**config.mk**
```make
export PLATFORM = sky130hd
export DESIGN_NAME = regfile_read_stage
export DESIGN_NICKNAME = d
export VERILOG_FILES = /design/src/rtl/regfile_read_stage_pkg.sv /design/src/rtl/regfile_read_stage_array.sv /design/src/rtl/regfile_read_stage.sv
export SDC_FILE = /design/constraint.sdc
export NUM_CORES = 2
export LEC_CHECK = 0
export BUFFER_PORTS_ARGS = -buffer_cell sky130_fd_sc_hd__buf_2
export CAP_MARGIN = 40
export CORE_UTILIZATION = 60
export DETAILED_ROUTE_END_ITERATION = 6
export MAX_ROUTING_LAYER = met4
export PLACE_DENSITY = 0.77
export RECOVER_POWER = 25
export SKIP_CTS_REPAIR_TIMING = 1
export SKIP_LAST_GASP = 1
export SLEW_MARGIN = 20
export SYNTH_ARGS = -nofsm -noshare
export SYNTH_HDL_FRONTEND = slang
export SYNTH_HIERARCHICAL = 1
export SYNTH_SLANG_ARGS = --single-unit
```
**constraint.sdc**
```tcl
create_clock -name clk -period 2.45 [get_ports clk]
set_input_delay 0.3675 -clock clk [delete_from_list [all_inputs] [get_ports clk]]
set_output_delay 0.3675 -clock clk [all_outputs]
set_load 0.005 [all_outputs]
```
**src/rtl/regfile_read_stage_pkg.sv**
```systemverilog
// regfile_read_stage_pkg: shared register-address constants and types for the LEGv8 pipeline
package regfile_read_stage_pkg;
  localparam int ADDR_W = 5;
  localparam logic [ADDR_W-1:0] XZR = 5'd31;
  typedef logic [ADDR_W-1:0] reg_addr_t;
endpackage

```
**src/rtl/regfile_read_stage_array.sv**
```systemverilog
// regfile_array: 31 stored registers plus XZR, one write port, two bypassed combinational read ports
module regfile_array
  import regfile_read_stage_pkg::*;
#(
  parameter int WIDTH = 64,
  parameter int NREGS = 32
) (
  input  logic              clk,
  input  logic              reset_n,
  input  logic              wr_en,
  input  logic [ADDR_W-1:0] wr_addr,
  input  logic [WIDTH-1:0]  wr_data,
  input  logic [ADDR_W-1:0] rd_addr_a,
  input  logic [ADDR_W-1:0] rd_addr_b,
  output logic [WIDTH-1:0]  rd_data_a,
  output logic [WIDTH-1:0]  rd_data_b
);
  logic [WIDTH-1:0] mem_q [NREGS-1];
  logic [WIDTH-1:0] mem_d [NREGS-1];
  logic             wr_hit;
  always_comb begin
    wr_hit = wr_en && wr_addr != XZR;
    for (int i = 0; i < NREGS - 1; i++)
      mem_d[i] = (wr_hit && wr_addr == ADDR_W'(i)) ? wr_data : mem_q[i];
    rd_data_a = rd_addr_a == XZR ? '0 : (wr_en && wr_addr == rd_addr_a) ? wr_data : mem_q[rd_addr_a];
    rd_data_b = rd_addr_b == XZR ? '0 : (wr_en && wr_addr == rd_addr_b) ? wr_data : mem_q[rd_addr_b];
  end
  always_ff @(posedge clk or negedge reset_n)
    if (!reset_n)
      for (int i = 0; i < NREGS - 1; i++) mem_q[i] <= '0;
    else
      mem_q <= mem_d;
endmodule

```
**src/rtl/regfile_read_stage.sv**
```systemverilog
// regfile_read_stage: register-file read with ID/EX operand latches, stall refresh and flush
module regfile_read_stage
  import regfile_read_stage_pkg::*;
#(
  parameter int WIDTH = 64,
  parameter int NREGS = 32
) (
  input  logic              clk,
  input  logic              reset_n,
  input  logic              wr_en,
  input  logic [ADDR_W-1:0] wr_addr,
  input  logic [WIDTH-1:0]  wr_data,
  input  logic [ADDR_W-1:0] rd_addr_a,
  input  logic [ADDR_W-1:0] rd_addr_b,
  input  logic              stall,
  input  logic              flush,
  output logic [WIDTH-1:0]  op_a,
  output logic [WIDTH-1:0]  op_b,
  output logic              op_valid
);
  logic [WIDTH-1:0] rd_a, rd_b;
  logic [WIDTH-1:0] op_a_q, op_a_d, op_b_q, op_b_d;
  logic             op_valid_q, op_valid_d, wr_hit;
  reg_addr_t        cap_a_q, cap_a_d, cap_b_q, cap_b_d;
  regfile_array #(.WIDTH(WIDTH), .NREGS(NREGS)) u_array (
    .clk       (clk),
    .reset_n   (reset_n),
    .wr_en     (wr_en),
    .wr_addr   (wr_addr),
    .wr_data   (wr_data),
    .rd_addr_a (rd_addr_a),
    .rd_addr_b (rd_addr_b),
    .rd_data_a (rd_a),
    .rd_data_b (rd_b)
  );
  always_comb begin
    wr_hit     = wr_en && wr_addr != XZR;
    op_a_d     = flush ? '0 : !stall ? rd_a : (wr_hit && cap_a_q == wr_addr) ? wr_data : op_a_q;
    op_b_d     = flush ? '0 : !stall ? rd_b : (wr_hit && cap_b_q == wr_addr) ? wr_data : op_b_q;
    op_valid_d = flush ? 1'b0 : stall ? op_valid_q : 1'b1;
    cap_a_d    = flush ? XZR : stall ? cap_a_q : rd_addr_a;
    cap_b_d    = flush ? XZR : stall ? cap_b_q : rd_addr_b;
  end
  always_ff @(posedge clk or negedge reset_n)
    if (!reset_n) begin
      op_a_q     <= '0;
      op_b_q     <= '0;
      op_valid_q <= 1'b0;
      cap_a_q    <= XZR;
      cap_b_q    <= XZR;
    end else begin
      op_a_q     <= op_a_d;
      op_b_q     <= op_b_d;
      op_valid_q <= op_valid_d;
      cap_a_q    <= cap_a_d;
      cap_b_q    <= cap_b_d;
    end
  assign op_a     = op_a_q;
  assign op_b     = op_b_q;
  assign op_valid = op_valid_q;
endmodule

```
# Word level (Yosys, flattened, before mapping)
# Cells that the tools add are included.
# W data, S select, Z words.
dict set report word_totals {
  inputBits 84
  register_bits 2123
  out_inout_bits 129
}
dict set report classes {
  reduce_logical 37
  n_eq_ne 40
  n_lt_le_gt_ge 2
  muxes 22
  bitwise 2
}
# op n
set ops {}
lappend ops {{$mux W64} 14}
lappend ops {{$bmux W64 S5} 2}
lappend ops {{$eq A5 B5 Y1 const B} 17}
lappend ops {{$eq A5 B4 Y1 const B} 8}
lappend ops {{$logic_and A1 B1 Y1} 36}
lappend ops {{$eq A5 B3 Y1 const B} 4}
lappend ops {{$eq A5 B5 Y1} 4}
lappend ops {{$mux W5} 4}
lappend ops {{$ge A6 B6 Y1 const B} 2}
lappend ops {{$not A5 Y6} 2}
lappend ops {{$eq A5 B2 Y1 const B} 2}
lappend ops {{$ne A3 B1 Y1 const B} 2}
lappend ops {{$eq A5 B1 Y1 const B} 1}
lappend ops {{$logic_not A5 Y1} 1}
lappend ops {{$ne A5 B5 Y1 const B} 1}
lappend ops {{$mux W1} 2}
lappend ops {{$ne A2 B1 Y1 const B} 1}

# Depth between registers and ports, before layout
dict set report logic_depth {
  word_depth 8
  ltp_mapped 13
  ltp_nobuf 9
}

# By module
# The synthesis kept the hierarchy.
# mod area_per_inst_um2 cells_each seq_area_each_um2 n_inst
set by_module_without_submodules {}
lappend by_module_without_submodules {regfile_array 106823.7 7400 49647.6 1}
lappend by_module_without_submodules {regfile_read_stage 7228.2 680 3490.8 1}

# Worst setup path before layout
# No wires, ideal clock.
dict set report synth_timing {
  path_type {input-to-reg}
  startpoint {input rd_addr_b[0]}
  endpoint {register op_b_q[4], in the netlist op_b[4]}
  n_path_buf 4
  setup_slack_ps -68
  setup_ps 125
  arrival_ps 2394
  cell_stages 11
  path_cell_list {buf_4 -> buf_6 -> buf_6 -> buf_2 -> mux4_2 -> mux2i_1 -> a22oi_1 -> a22o_1 -> nand2b_1 -> a21oi_1 -> mux2_2}
}
dict set report synth_via {
  elab_chain_len 8
  word_cells_on_any_way 11
  cone_classes {eq/ne (2); mux (7); bitwise (1); reduce/logical (1)}
}
# item line
set synth_rtl {}
lappend synth_rtl {{start, declared} regfile_read_stage.sv:14} ;# input logic [ADDR_W-1:0] rd_addr_b,
lappend synth_rtl {{$not A5 Y6 (not written as such)} regfile_read_stage_array.sv:26} ;# rd_data_b = rd_addr_b == XZR ? '0 : (wr_en && wr_addr == rd_addr_b) ? wr_data : mem_q[rd_addr_b];
lappend synth_rtl {{$bmux W64 S5} regfile_read_stage_array.sv:26}
lappend synth_rtl {{$mux W64 (not written as such) (2 in series)} regfile_read_stage_array.sv:26}
lappend synth_rtl {{$mux W64} regfile_read_stage_array.sv:26}
lappend synth_rtl {{$mux W64 *} regfile_read_stage_array.sv:26}
lappend synth_rtl {{net rd_b[4]} regfile_read_stage.sv:21} ;# logic [WIDTH-1:0] rd_a, rd_b;
lappend synth_rtl {{$mux W64 * (2 in series)} regfile_read_stage.sv:39} ;# op_b_d = flush ? '0 : !stall ? rd_b : (wr_hit && cap_b_q == wr_addr) ? wr_data : op_b_q;
lappend synth_rtl {{end signal, assigned} regfile_read_stage.sv:53} ;# op_b_q <= op_b_d;
lappend synth_rtl {{end, declared} regfile_read_stage.sv:22} ;# logic [WIDTH-1:0] op_a_q, op_a_d, op_b_q, op_b_d;
# Mark *: on every way through the listed nets, which the timed path passes. The rest lies on a longest branch. The select of a mux whose other input is x is not followed.
# A chain may end at the register's enable or synchronous reset.

# Final worst setup path
dict set report layout_timing {
  startpoint {register u_array/mem_q[239] (netlist name)}
  endpoint {register op_b_q[47], in the netlist op_b[47]}
}
dict set report layout_via {
  elab_chain_len 7
}
# item line
set layout_rtl {}
lappend layout_rtl {{start, declared} regfile_read_stage_array.sv:18} ;# logic [WIDTH-1:0] mem_q [NREGS-1];
lappend layout_rtl {{start signal, assigned} regfile_read_stage_array.sv:32} ;# mem_q <= mem_d;
lappend layout_rtl {{$bmux W64 S5} regfile_read_stage_array.sv:26}
lappend layout_rtl {{$mux W64 (not written as such) (2 in series)} regfile_read_stage_array.sv:26}
lappend layout_rtl {{$mux W64 (2 in series)} regfile_read_stage_array.sv:26}
lappend layout_rtl {{net rd_b[47]} regfile_read_stage.sv:21}
lappend layout_rtl {{$mux W64 (2 in series)} regfile_read_stage.sv:39}
# The timed path passes the listed nets, and every way through them passes these cells. The select of a mux whose other input is x is not followed.

==> flow_metrics.env <==
export IMPL_ys_seq_area_share_pct=46.6
export IMPL_skew_ns=0.0423
export IMPL_clock_latency_ns=0.89
export IMPL_max_stage_delay_ns=0.49
export IMPL_synth_async_sr_flop_share_pct=100
export IMPL_busiest_layer="met2"
export IMPL_core_area_sq_um=188000
export IMPL_htreeDepth=4
export IMPL_io_buffers=212
export IMPL_nFillCells=12200
export IMPL_synthToLayoutAreaGrowth_pct=16.4
export IMPL_via_per_inst=7.46
export IMPL_whs_ns=-0.0150
export IMPL_hold_path_endpoint="u_array/mem_q[722]"
export IMPL_ant_nets=0
export IMPL_yosys_warnings=6
export IMPL_cpMostUsedCell="a21oi_1"
export IMPL_tightest_slew_ns=1.23
export IMPL_ioPinCount=213
export IMPL_finalMaxSlewViolations=0
export IMPL_cts_buffer_depth=3
export IMPL_status="finished with violations"
export IMPL_synth_top_area_share_pct=46.4
export IMPL_dp_hpwl_mm=270
export IMPL_synthTopCellsByArea="dfrtp_1 46%, mux2_2 20%, mux4_2 16%, mux2i_1 3.1%, buf_2 1.3%"
export IMPL_use_met1_pct=55.4
export IMPL_dieArea_sq_um=192000
export IMPL_period_share_pct=98.5
export IMPL_worstHoldStart="wr_data[18]"
export IMPL_avgSynthCellArea_sq_um=14.1
export IMPL_netlist_cell_type_count=69
export IMPL_synth_nets=8164
export IMPL_hp_class="input pin to register"
export IMPL_grt_pass1_vias=85900
export IMPL_synth_edf_count=0
export IMPL_cts_tree="done"
export IMPL_hold_depth=2
export IMPL_slowest_stage="mux4_2"
export IMPL_grt_max_degree=133
export IMPL_gp_congestion=0.980
export IMPL_fin_nets=8636
export IMPL_setup_violations=0
export IMPL_rows=159
export IMPL_vdd_ir_drop_max_v=0.000687
export IMPL_finalPower_mw=104
export IMPL_preCtsSetupSlack_ns=-0.696
export IMPL_setup_slack_ns=0.0365
export IMPL_rsz0062_at_grt="false"
export IMPL_leakage_nw=58.5
export IMPL_met3_usage_pct=11.9
export IMPL_ys_flop_type="dfrtp_1"
export IMPL_numCtsBuffers=218
export IMPL_reg2reg_depth=9
export IMPL_cp_cell_sequence="mux4_2, o21ai_1, a21oi_1, a221o_1, a32o_1, buf_4, nand2b_1, a21oi_1, mux2_2"
export IMPL_regToRegStartpoint="u_array/mem_q[239]"
export IMPL_synth_compound_area_share_pct=5.96
export IMPL_syn_cell_area_sq_um=114000
export IMPL_synth_xor_xnor_area_share_pct=0.154
export IMPL_route_detailed_drc=30
export IMPL_violations="DRC, hold timing"
export IMPL_synthMuxAreaShare_pct=40.1
export IMPL_worstSetupStartpointType="register"
export IMPL_critPathRequiredTime_ns=3.22
export IMPL_start_util_pct=60.6
export IMPL_power_density_nw_per_um2=782
export IMPL_drt_wl_total_mm=414
export IMPL_drive_gt1_share_pct=50.2
export IMPL_antenna_found_initial=21
export IMPL_synth_seq_cells=2123
export IMPL_grt_overflow=0
export IMPL_r2r_end="op_b[47]"
export IMPL_clk_pin_slew_worst_paths_ns=0.07
export IMPL_synthAdderAreaFrac_pct=0
export IMPL_relSlewSlack_pct=18.2
export IMPL_grt_first_pass_wirelength_mm=601
export IMPL_gr_usage_met2_pct=63.7
export IMPL_via_count=83900
export IMPL_fin_util_pct=70.5
export IMPL_grt_use_total_pct=44.6
export IMPL_root_buffer="clkbuf_16"
export IMPL_cp_end_kind="register"
export IMPL_synth_top_family_by_area="multiplexers"
export IMPL_finalHoldViolations=2
export IMPL_drt_iter0_drc=11300
export IMPL_arrival_ns=3.19
export IMPL_regArea_sq_um=53100
export IMPL_first_pass_iters=7
export IMPL_synth_top_area_cell="dfrtp_1"
export IMPL_min_period_ns=2.41
export IMPL_worst_setup_path_type="register to register"
export IMPL_die_x_um=438
export IMPL_reg2reg_slack_ns=0.04
export IMPL_cp_max_fo=3
export IMPL_timing_fmax_ghz=0.414
export IMPL_syn_inst=8080
export IMPL_maxCapViolations=0
export IMPL_multi_input_area_sq_um=56900
export IMPL_synth_simple_area_share_pct=3.34
export IMPL_cts_sinks=2123
export IMPL_wl_per_cell_um=36.8
export IMPL_dieHeight_um=438
## Yosys cell counts (all sizes together), types with 42 or more instances
cell type  number
a22oi         144
a32oi          42
clkbuf        374
mux2i         348
nand2         308
nor2          133
nand2b        141
o21ai         133
mux4          796
buf           480
a211oi         73
a21oi         202
o22ai         154
a22o           67
nor3           93
mux2         2161
dfrtp        2113
## worst max-delay path, delay by kind of cell, from the launching register on
| kind | cells | cell delay [ns] |
|---|---|---|
| simple gates | 1 | 0.07 |
| compound gates | 5 | 0.88 |
| mux | 2 | 0.78 |
| flops | 1 | 0.40 |
| buf+inv | 1 | 0.16 |
## report_power, final
| part | internal (mW) | leakage, nW | switching, mW |
|---|---|---|---|
| combinational | 12.7 | 27.7 | 9.26 |
| clock | 20.0 | 3.67 | 14.9 |
| sequential | 41.7 | 27.2 | 5.25 |
| total | 74.4 | 58.5 | 29.4 |
## final cells by class
class,count,share of cell area (%)
Antenna cell,25,0.0471
Clock buffer,335,4.85
Clock inverter,70,0.773
Inverter,9,0.0283
Multi-Input combinational cell,5094,42.9
Sequential cell,2123,40.0
Tap cell,2495,2.35
Timing Repair Buffer,1106,9.02
## through the flow
stage / instance area [sq um] / instances / TNS, ns
3_3_place_gp: 125000 / 10800 / -71.59
2_1_floorplan: 114000 / 8080 / -0.643
4_1_cts: 133000 / 11200 / 0
3_5_place_dp: 125000 / 10800 / -62.32
6_report: 133000 / 11300 / 0
5_1_grt: 133000 / 11200 / 0
## layer usage
metal | vias to the layer above | wire (um)
met1 | 43500 | 143000
met3 | 2099 | 51100
met5 | - | 0
met4 | 0 | 37100
met2 | 6391 | 183000
li1 | 31900 | -
## state kept, by name, indices dropped and copies added (netlist names)
name	count
cap_a_q	5
cap_b_q	5
op_a	64
op_b	64
op_valid	1
u_array/mem_q	1984
## kinds of logic after synthesis
logic type,Yosys count
mux,3305
flops,2123
compound gates,984
buf+inv,863
xor+xnor,20
simple gates,785
## worst max path at each step
stage / from / to / slack [ns] / cells past startpoint
5_1_grt: u_array/mem_q[457] / op_a[9] / 0.02 / 9
2_1_floorplan: rd_addr_b[0] / op_b[30] / -0.03 / 11
6_report: u_array/mem_q[239] / op_b[47] / 0.04 / 9
3_3_place_gp: rd_addr_a[4] / op_a[26] / -0.76 / 12
4_1_cts: u_array/mem_q[239] / op_b[47] / 0.02 / 9
3_5_place_dp: rd_addr_a[1] / op_a[12] / -0.70 / 13
## layout by cell type (no fill, tap or decap), types with 13 or more instances in the layout
cell type  count
buf_12       332
a2111o_1      13
a31oi_1       15
mux2i_1      348
nor3_1        86
a22oi_1      144
clkbuf_1      80
a21oi_1      202
a32oi_1       42
mux2_2      2070
clkbuf_16    219
a211oi_1      73
o21ai_0      123
a221o_1       16
bufinv_16     18
nor4_1        21
a221oi_1      13
dfrtp_1     2113
diode_2       25
mux4_2       796
mux2_1        91
nor2b_1       29
a22o_1        67
nor2_4        16
nand2b_1     141
clkbuf_8      53
nand3_1       15
nor2_1       113
nand2_4       16
nand2_1      291
o22ai_1      154
o211ai_1      38
a311o_1       13
buf_2        202
buf_4        521
clkinv_2      36
Power figures use the tool's default switching activity.
